<file path="config.mk">
export PLATFORM = sky130hd
export DESIGN_NAME = slot_io_filter
export DESIGN_NICKNAME = d
export VERILOG_FILES = /design/src/rtl/slot_io_filter.sv
export SDC_FILE = /design/constraint.sdc
export NUM_CORES = 1
export LEC_CHECK = 0
export CAP_MARGIN = 30
export CORE_MARGIN = 2
export CORE_UTILIZATION = 55
export CTS_CLUSTER_DIAMETER = 60
export DETAILED_ROUTE_END_ITERATION = 10
export GPL_TIMING_DRIVEN = 1
export PLACE_DENSITY_LB_ADDON = 0.12
export SYNTH_ARGS = -nofsm -noshare
export SYNTH_HDL_FRONTEND = slang
export SYNTH_SLANG_ARGS = --single-unit
</file>
<file path="constraint.sdc">
create_clock -name clk -period 4.47 [get_ports clk]
set_clock_uncertainty 0.15 [all_clocks]
set_input_delay 0.894 -clock clk [delete_from_list [all_inputs] [get_ports clk]]
set_output_delay 0.894 -clock clk [all_outputs]
set_load 0.02 [all_outputs]
</file>
<file path="src/rtl/slot_io_filter.sv">
// Slot pad I/O block: 2-flop input sync, per-pin glitch filter, masked drive/direction registers.
// Define SLOT_IO_EDGE_CAPTURE_EN to add the sticky rise/fall flags on the filtered levels.
module slot_io_filter #(
    parameter int N_PINS = 22,
    parameter int FILT_W = 8
) (
    input  logic              clk,
    input  logic              rst,
    input  logic [N_PINS-1:0] slot_in,
    output logic [N_PINS-1:0] slot_out,
    output logic [N_PINS-1:0] slot_outen,
    input  logic              out_wr,
    input  logic [N_PINS-1:0] out_data,
    input  logic [N_PINS-1:0] out_mask,
    input  logic              dir_wr,
    input  logic [N_PINS-1:0] dir_data,
    input  logic [FILT_W-1:0] filt_len,
    output logic [N_PINS-1:0] pin_state,
    output logic [N_PINS-1:0] rise_flags,
    output logic [N_PINS-1:0] fall_flags,
    input  logic [N_PINS-1:0] flag_clr
);
    localparam logic [FILT_W-1:0] CNT_ZERO = {FILT_W{1'b0}};
    localparam logic [FILT_W-1:0] CNT_ONE  = {{(FILT_W-1){1'b0}}, 1'b1};
    localparam logic [FILT_W-1:0] CNT_MAX  = {FILT_W{1'b1}};

    logic [N_PINS-1:0] r_s1;
    logic [N_PINS-1:0] r_s2;
    logic [N_PINS-1:0] r_pin_state;
    logic [N_PINS-1:0] r_slot_out;
    logic [N_PINS-1:0] r_slot_outen;
    logic [FILT_W-1:0] r_cnt [N_PINS];

    logic [FILT_W-1:0] w_cnt_nxt [N_PINS];
    logic [N_PINS-1:0] w_commit;
    logic [FILT_W-1:0] w_len_m1;
    logic              w_len_zero;

    assign w_len_m1   = filt_len - CNT_ONE;
    assign w_len_zero = (filt_len == CNT_ZERO);

    // Per-pin filter decision; >= lets a lowered filt_len commit on the very next edge
    always_comb begin
        w_commit = {N_PINS{1'b0}};
        for (int i = 0; i < N_PINS; i++) begin
            w_cnt_nxt[i] = CNT_ZERO;
            if (r_s2[i] == r_pin_state[i]) begin
                w_cnt_nxt[i] = CNT_ZERO;
            end else if (w_len_zero || (r_cnt[i] >= w_len_m1)) begin
                w_commit[i]  = 1'b1;
                w_cnt_nxt[i] = CNT_ZERO;
            end else if (r_cnt[i] == CNT_MAX) begin
                w_cnt_nxt[i] = CNT_MAX;
            end else begin
                w_cnt_nxt[i] = r_cnt[i] + CNT_ONE;
            end
        end
    end

    // Synchronizer, filter state and pad drive/direction registers
    always_ff @(posedge clk) begin
        if (rst) begin
            r_s1         <= {N_PINS{1'b0}};
            r_s2         <= {N_PINS{1'b0}};
            r_pin_state  <= {N_PINS{1'b0}};
            r_slot_out   <= {N_PINS{1'b0}};
            r_slot_outen <= {N_PINS{1'b1}};
            for (int i = 0; i < N_PINS; i++) begin
                r_cnt[i] <= CNT_ZERO;
            end
        end else begin
            r_s1        <= slot_in;
            r_s2        <= r_s1;
            r_pin_state <= r_pin_state ^ w_commit;
            for (int i = 0; i < N_PINS; i++) begin
                r_cnt[i] <= w_cnt_nxt[i];
            end
            if (out_wr) begin
                r_slot_out <= (r_slot_out & ~out_mask) | (out_data & out_mask);
            end
            if (dir_wr) begin
                r_slot_outen <= dir_data;
            end
        end
    end

    assign slot_out   = r_slot_out;
    assign slot_outen = r_slot_outen;
    assign pin_state  = r_pin_state;

`ifdef SLOT_IO_EDGE_CAPTURE_EN
    logic [N_PINS-1:0] r_pin_state_d;
    logic [N_PINS-1:0] r_rise;
    logic [N_PINS-1:0] r_fall;

    // Sticky edge flags; a set in the same cycle as a clear wins
    always_ff @(posedge clk) begin
        if (rst) begin
            r_pin_state_d <= {N_PINS{1'b0}};
            r_rise        <= {N_PINS{1'b0}};
            r_fall        <= {N_PINS{1'b0}};
        end else begin
            r_pin_state_d <= r_pin_state;
            r_rise        <= (r_rise & ~flag_clr) | (r_pin_state & ~r_pin_state_d);
            r_fall        <= (r_fall & ~flag_clr) | (~r_pin_state & r_pin_state_d);
        end
    end

    assign rise_flags = r_rise;
    assign fall_flags = r_fall;
`else
    logic w_unused_flag_clr;

    assign w_unused_flag_clr = ^flag_clr;
    assign rise_flags        = {N_PINS{1'b0}};
    assign fall_flags        = {N_PINS{1'b0}};
`endif

endmodule
</file>
==> qor.txt <==
1st-pass router iterations: 5
setup TNS: 0 ns
Multi-input gate area: 0.00939 mm²
Final Max Tran Viols: 0
total area of sequential cells: 0.00573 mm²
antenna viol nets, final: 0
kind of critical path: in2reg
gpl congestion: 0.800
Clock Latency Late Sink: 0.58 ns
Worst Setup Start Kind: primary input
CTS tree: built
Syn Area/Cell: 8.94 µm²
critical path's slowest cell: clkdlybuf4s50_1
Die Y: 173 µm
Mapped Cells: 1751
wire per inst: 15.6 µm
PortBufs: 165
Post-Syn Area: 0.0156 mm²
Worst IR Drop VDD: 0.000291 V
CTS Buf Count: 30
most common cell after layout, fill and taps aside: dfxtp_1
number of global-route vias before repair: 12600
Layout fillers: 2279
post-DP HPWL: 24.2 mm
Final Hold Fails: 0
Hold Crit Class: reg2reg
ys flop type: dfxtp_1
part of the cycle the worst path needs: 0.818
DRT Wirelength: 36.1 mm
root buffer cell: clkbuf_16
RSZ-0062 raised after global routing: false
EDFF count, synth: 0
largest net degree at the start of global routing: 74
Critical Path End Type: register
drt drc: 0
Final Setup Violations: 0
post-CTS setup buffers: 0
commonest cells after routing, fill and taps aside: dfxtp_1, a21oi_1, clkdlybuf4s50_1
hold_buf cts: 0
worst hold margin: 0.284 ns
share of post-route cells with drive strength above 1: 0.0757
register area share after synthesis: 0.366
CP Data Required Time: 4.80 ns
via-per-instance ratio: 5.66
clock-pin slew on the worst setup and hold paths: 0.06 ns
Clock Tree Buf Depth: 3
final instance area: 0.0187 mm²
Critical Path, Cell by Cell: clkdlybuf4s50_1 > inv_1 > ha_1 > buf_12 > ha_1 > a2111oi_0 > o31ai_1 > o2111ai_1 > nand3_2 > nor3_1
crit-path max cell delay: 0.57 ns
number of gates resized after CTS: 0
asr flop ratio synth: 0
Syn-to-layout area delta: 19.6%
Seq cells post-synth: 286
antenna violations before repair: 0
worst slew pin tran: 0.944 ns
yosys warns: 0
Vias: 13100
Sinks on Clock Net: 286
Max FO, Critical Path: 17
Core Region: 0.0279 mm²
first-pass GRT wire length: 60.7 mm
GRT Total Usage: 0.239
outcome: complete, no violations
Area after DPL: 0.0177 mm²
setup ws final: 0.814 ns
max cap viols: 0
die area: 0.0298 mm²
I/O pin count: 232
Slew headroom: 0.369
fin crit period: 3.66 ns
Synth cell types: 56
PD cells: 310 mW/mm²
initial core utilization: 0.560
Layout Nets: 2187
row count: 61
Post-Place Cells: 2254
DIE WIDTH: 173 µm
total power: 5.79 mW
Place WS: 0.272 ns
final core utilization: 0.670
DR iter-0 viols: 734
most common cell type on the critical path: ha_1
gr ovfl total: 0
n_diodes: 0
Arr. time, crit path: 3.99 ns
final std cells w/o fill: 2307
Leak: 7.09 nW
H-tree depth: 1
maximum clock rate: 0.274 GHz
-- logic make-up after synthesis --
kind of cell,Yosys count,share of synthesized area
AOI/OAI and AO/OA,454,0.196
and+or+nand+nor,576,0.195
buffers and inverters,156,0.0491
muxes,11,0.00704
other,1,0.000240
adders and majority gates,156,0.125
xor gates and xnor gates,111,0.0621
DFF,286,0.366
-- final timing paths --
kind | to | from | cells past startpoint | slack [ns]
setup / recovery | r_cnt[1][15]$_SDFF_PP0_ | filt_len[0] | 10 | 0.81
hold / removal | r_s2[2]$_SDFF_PP0_ | r_s1[2]$_SDFF_PP0_ | 1 | 0.28
setup reg to reg | r_cnt[1][15]$_SDFF_PP0_ | r_cnt[1][8]$_SDFF_PP0_ | 8 | 1.98
hold reg to reg | r_s2[2]$_SDFF_PP0_ | r_s1[2]$_SDFF_PP0_ | 1 | 0.28
-- worst max-delay path, delay by kind of cell --
family | cells | cell delay (ns)
compound gates | 3 | 0.91
simple gates | 2 | 0.45
buf+inv | 3 | 0.92
fa+ha+maj | 2 | 0.81
-- synthesized netlist by cell type, types with 2 or more instances --
master	instances	area share
nand2_1	103	0.025
a31oi_2	18	0.014
inv_1	52	0.012
and4_1	10	0.0056
nor2_1	103	0.025
or3_1	2	0.00080
clkbuf_1	41	0.0098
nand3b_1	2	0.00096
nand2b_1	35	0.014
buf_1	15	0.0036
nor3b_1	8	0.0038
a2111oi_0	19	0.011
xnor2_1	73	0.041
o21a_1	29	0.014
nand3_1	130	0.042
a31o_2	4	0.0022
o2111ai_1	19	0.011
mux2i_1	11	0.0070
dfxtp_1	286	0.37
nand4_1	14	0.0056
buf_4	44	0.021
nor2b_1	67	0.027
a21o_1	26	0.012
and3_1	32	0.013
ha_1	156	0.12
nor3b_2	2	0.0016
o21ai_0	9	0.0029
a21bo_2	19	0.012
xor2_1	38	0.021
a21oi_1	223	0.071
a31oi_1	17	0.0068
o31ai_1	19	0.0091
buf_2	2	0.00064
and4b_1	9	0.0058
nand3_2	18	0.012
a211o_1	22	0.012
buf_6	2	0.0014
or4_1	2	0.00096
nor3_1	33	0.011
o2bb2ai_1	21	0.012
-- power by group --
group          total [mW]  switching (mW)  internal [mW]
registers            2.62          0.0263           2.60
clock network        2.57            1.04           1.53
logic               0.604           0.331          0.274
total                5.79            1.39           4.40
-- cell type report --
cell class,instances,share of cell area
sequential,286,0.306
timing repair buffer,187,0.101
inverter,52,0.0104
tap,378,0.0253
clock inverter,12,0.00856
multi-input combinational,1352,0.502
clock buffer,40,0.0464
-- per-layer routing --
layer | wire length [µm] | track usage
met1 | 15800 | 0.297
met4 | 966 | 0.0667
met3 | 2050 | 0.0466
met5 | 0 | 0
met2 | 17300 | 0.421
No activity file was read; power rests on OpenSTA's default activity.
